## config.mk

```make
export PLATFORM = sky130hd
export DESIGN_NAME = serial_complementer
export DESIGN_NICKNAME = d
export VERILOG_FILES = /design/src/rtl/cmp_pkg.sv /design/src/rtl/serial_complementer_bit_cell.sv /design/src/rtl/serial_complementer.sv
export SDC_FILE = /design/constraint.sdc
export NUM_CORES = 1
export LEC_CHECK = 0
export CORE_MARGIN = 1.5
export CORE_UTILIZATION = 53
export CTS_CLUSTER_SIZE = 12
export DETAILED_ROUTE_END_ITERATION = 7
export PLACE_DENSITY = 0.92
export RECOVER_POWER = 25
export SLEW_MARGIN = 30
export SYNTH_ARGS = -nofsm -noshare
export SYNTH_HDL_FRONTEND = slang
export SYNTH_SLANG_ARGS = --single-unit
```

## constraint.sdc

```tcl
create_clock -name clk -period 5 [get_ports clk]
set_input_delay 1 -clock clk [delete_from_list [all_inputs] [get_ports clk]]
set_output_delay 1 -clock clk [all_outputs]
set_load 0.02 [all_outputs]
```

## src/rtl/cmp_pkg.sv

```systemverilog
// Shared types and constants for the bit-serial complement engine.
// Holds the FSM state encoding and the operand mode select values.
// Imported by the top and by the bit cell.
package cmp_pkg;

  typedef enum logic [1:0] {
    IDLE  = 2'd0,
    SHIFT = 2'd1,
    DONE  = 2'd2
  } state_e;

  localparam logic MODE_ONES = 1'b0;
  localparam logic MODE_TWOS = 1'b1;

endpackage

```

## src/rtl/serial_complementer_bit_cell.sv

```systemverilog
// One bit slice of the ones/twos complement rule, purely combinational.
// Twos mode copies bits up to and including the first one, then inverts.
// Time-multiplexed by the top across all bit positions.
module complement_bit_cell
  import cmp_pkg::*;
(
  input  logic a_bit,
  input  logic mode,
  input  logic seen_one,
  output logic y_bit,
  output logic seen_one_next
);

  // Invert always in ones mode; in twos mode invert only past the first one.
  always_comb begin
    y_bit         = ~a_bit;
    seen_one_next = seen_one | a_bit;
    if (mode == MODE_TWOS && !seen_one) begin
      y_bit = a_bit;
    end
  end

endmodule

```

## src/rtl/serial_complementer.sv

```systemverilog
// Bit-serial ones/twos complement engine, LSB first, one bit per clock.
// Result valid WIDTH cycles after accept; one operand per WIDTH+2 cycles.
// in_ready only in IDLE; result held in DONE until out_ready.
module serial_complementer
  import cmp_pkg::*;
#(
  parameter int WIDTH = 8
) (
  input  logic             clk,
  input  logic             rst,
  input  logic             in_valid,
  output logic             in_ready,
  input  logic [WIDTH-1:0] a,
  input  logic             mode,
  output logic             out_valid,
  input  logic             out_ready,
  output logic [WIDTH-1:0] y,
  output logic             ovf
);

  localparam int CNT_W = (WIDTH > 1) ? $clog2(WIDTH) : 1;
  localparam logic [CNT_W-1:0] CNT_LAST = CNT_W'(WIDTH - 1);
  localparam logic [CNT_W-1:0] CNT_ONE  = CNT_W'(1);

  state_e           state_q;
  logic [CNT_W-1:0] cnt_q;
  logic [WIDTH-1:0] a_q;
  logic             mode_q;
  logic             seen_one_q;
  logic [WIDTH-1:0] y_q;
  logic             ovf_q;
  logic             out_valid_q;

  logic             a_bit;
  logic             y_bit_d;
  logic             seen_one_d;
  logic             ovf_d;

  assign a_bit = a_q[cnt_q];

  complement_bit_cell u_cell (
    .a_bit         (a_bit),
    .mode          (mode_q),
    .seen_one      (seen_one_q),
    .y_bit         (y_bit_d),
    .seen_one_next (seen_one_d)
  );

  // Most negative operand in twos mode complements to itself.
  always_comb begin
    ovf_d = (mode_q == MODE_TWOS) && a_q[WIDTH-1] && (a_q[WIDTH-2:0] == '0);
  end

  // Control FSM plus the serial datapath registers.
  always_ff @(posedge clk) begin
    if (rst) begin
      state_q     <= IDLE;
      cnt_q       <= '0;
      a_q         <= '0;
      mode_q      <= MODE_ONES;
      seen_one_q  <= 1'b0;
      y_q         <= '0;
      ovf_q       <= 1'b0;
      out_valid_q <= 1'b0;
    end else begin
      case (state_q)
        IDLE: begin
          if (in_valid) begin
            a_q        <= a;
            mode_q     <= mode;
            cnt_q      <= '0;
            seen_one_q <= 1'b0;
            y_q        <= '0;
            ovf_q      <= 1'b0;
            state_q    <= SHIFT;
          end
        end
        SHIFT: begin
          y_q[cnt_q] <= y_bit_d;
          seen_one_q <= seen_one_d;
          if (cnt_q == CNT_LAST) begin
            ovf_q       <= ovf_d;
            out_valid_q <= 1'b1;
            state_q     <= DONE;
          end else begin
            cnt_q <= cnt_q + CNT_ONE;
          end
        end
        DONE: begin
          if (out_ready) begin
            out_valid_q <= 1'b0;
            state_q     <= IDLE;
          end
        end
        default: begin
          out_valid_q <= 1'b0;
          state_q     <= IDLE;
        end
      endcase
    end
  end

  assign in_ready  = (state_q == IDLE);
  assign out_valid = out_valid_q;
  assign y         = y_q;
  assign ovf       = ovf_q;

endmodule
```

==> flow_summary.toml <==
[outcome]
status = "completed"

[cts]
htree_levels = 1
clk_latency_ps = 320
post_cts_resized = 0
clockBufferDepth = 2
root_buffer = "clkbuf_4"
cts_setup_buffers = 0
cts_buffers = 3
cts_sinks = 25
holdBufCountCts = 0
cts_tree = "built"
path_clk_slew_ps = 130

[setup_path]
crit_path_top_delay_cell = "dfxtp_1"
cp-start-kind = "register"
r2r_cells = 4
max_stage_delay_ps = 560
worstPathMaxFanout = 11
required_ps = 4000
arrival_ps = 1540
critPathCaptureType = "output pin"
crit_type = "register to output pin"
cp_cell_sequence = "nor2_1 > clkdlybuf4s50_1"

[cells_and_area]
drive_gt1_frac = 0.0709
final_util = 0.699
seq_area_um2 = 500
diodes = 0
multi_input_area_um2 = 592
fillers = 153
synthToLayoutAreaGrowth_pct = 21.9
final_area_um2 = 1390
layout.nets = 157

[synthesis]
syn_area_per_cell_um2 = 9.25
yosysWarnings = 0
synth_top_area_share = 0.440
synthCells = 123
yosysTopAreaCell = "dfxtp_1"
synth.most_common_cell = "dfxtp_1"
ys_seq_area_frac = 0.440
syn_nets = 138
synth_seq_cells = 25
synth.distinct_cells = 27
ys_top_cells_by_count = "dfxtp_1 (25), nand2_1 (19), nor2_1 (14), a21oi_1 (13), a22oi_1 (10)"
synth_ff_type = "dfxtp_1"
async_flop_share = 0
synth.cell_area_um2 = 1140
synth-edff-count = 0
synth.area.top_cells = "dfxtp_1 (44%), a22oi_1 (6.6%), nand2_1 (6.3%), a311oi_1 (6.2%), a21oi_1 (5.7%)"

[timing]
worst_slew_pin_slew_ps = 862
period_share = 0.509
worst_slack_ps = 2460
final.setup_skew_ps = 1.75
fmax_mhz = 393
totalNegativeSetupSlack_ps = 0
hold_violations = 0
final_max_slew_viol_count = 0
fin_crit_ps = 2540
relSlewSlack = 0.423
rsz0062_at_grt = "false"
setup-violations-final = 0

[grt]
grt_pass1_vias = 838
grt_first_pass_wirelength_mm = 3.73
grt_max_degree = 26
gr-total-overflow = 0
track_usage = 0.201
antenna_found_initial = 0

[detailed_routing]
ant_nets = 0
first_pass_iters = 5
route.detailed.drc = 0
vias_per_cell = 5.61
drt_wl_total_mm = 2.20
wl_met2_mm = 1.13
drt_iter0_markers = 27
wl_met1_um = 948
met3_length_um = 74
avgRoutedWirePerCell_um = 13.1
top_layer = "met4"
num_vias = 942

[placement]
place.gp.congestion = 0.791
hpwl_mm = 1.63
placed_cell_area_um2 = 1360
io_buffer_count = 23
post-place-ws_ps = 2350

[power_and_ir_drop]
power_frac_seq = 0.601
p_switching_mw = 0.0924
switching_share = 0.260
p_comb_frac = 0.144
vdd_drop_max_uv = 230
power_leakage_nw = 0.489
p_int_mw = 0.264
clockPowerShare = 0.256
power_density_nw_per_um2 = 257

[floorplan]
die-area_um2 = 2430
io_pins = 24
fp.dieH_um = 49.3
rows = 16
die_w_um = 49.3
start_util = 0.574
fp.coreArea_um2 = 1980

[min_path]
hp-class = "register to register"
hold_depth = 2

[flow_run]
drv_cap = 0
## through the flow
| step | cells | total power [mW] | hold slack, ps |
|---|---|---|---|
| finish | 168 | 0.356 | 486 |
| global route | 168 | 0.372 | 514 |
| CTS | 168 | 0.358 | 488 |
| detailed placement | 164 | 0.270 | 470 |
| global placement | 164 | 0.267 | 459 |
| floorplan | 123 | 0.252 | 442 |
## registers in the layout, indices dropped and copies added, names as in the netlist
register and cells:
a_q 8, y 8, cnt_q 3, state_q 2, mode_q 1, out_valid 1, ovf 1, seen_one_q 1
## worst max-delay path: cells and delay by family, from the launching register on
family	cells	cell delay, ps
and+or+nand+nor	1	100
buffers and inverters	1	560
DFF	1	560
## power by group through the flow
stage	combinational [mW]	clock [mW]	sequential, mW
detailed placement	0.0514	0	0.218
finish	0.0512	0.0910	0.214
global route	0.0567	0.100	0.215
global placement	0.0493	0	0.218
floorplan	0.0361	0	0.216
CTS	0.0517	0.0928	0.214
## metal layers
layer  global-route usage  up-vias
met4                0.100        0
met1                0.243      433
met2                0.345       20
li1                     -      484
met3               0.0307        5
met5                    0        -
## cells by family (layout without fill, tap and decap cells)
logic type                 Yosys count  count (layout)  share of synthesized area
and+or+nand+nor                     47              47                      0.204
AOI/OAI and AO/OA                   33              33                      0.200
DFF                                 25              25                      0.440
buffers and inverters               10              28                     0.0396
muxes                                5               5                     0.0704
adders and majority gates            2               2                     0.0220
xor gates and xnor gates             1               1                     0.0242
## final timing paths
| check | slack (ps) | from | to |
|---|---|---|---|
| hold reg to reg | 490 | a_q[1]$_SDFFE_PP0P_ | a_q[1]$_SDFFE_PP0P_ |
| setup / recovery | 2460 | state_q[1]$_SDFFE_PP0P_ | in_ready |
| hold / removal | 490 | a_q[1]$_SDFFE_PP0P_ | a_q[1]$_SDFFE_PP0P_ |
| setup reg to reg | 3040 | cnt_q[0]$_SDFFE_PP0P_ | y[4]$_SDFFE_PP0P_ |
## layout by cell type (no fill, tap or decap), drive strengths merged
master / count
mux4: 2
nor4bb: 1
clkdlybuf4s50: 21
ha: 2
nor2: 14
a311oi: 8
a2111oi: 1
a32oi: 1
nor2b: 2
mux2: 1
dfxtp: 25
inv: 1
clkbuf: 4
nor3b: 3
a21oi: 13
xnor2: 1
a22oi: 10
and3: 2
mux2i: 2
dlygate4sd3: 2
nand2b: 3
nand2: 19
and2: 1
nor4b: 1
nor3: 1
## layout make-up
class,instances,share of cell area
Multi-Input combinational cell,88,0.427
Sequential cell,25,0.361
Timing Repair Buffer,23,0.166
Tap cell,27,0.0244
Clock buffer,4,0.0190
Inverter,1,0.00271
Note: power is estimated with default switching activity, not from simulation.
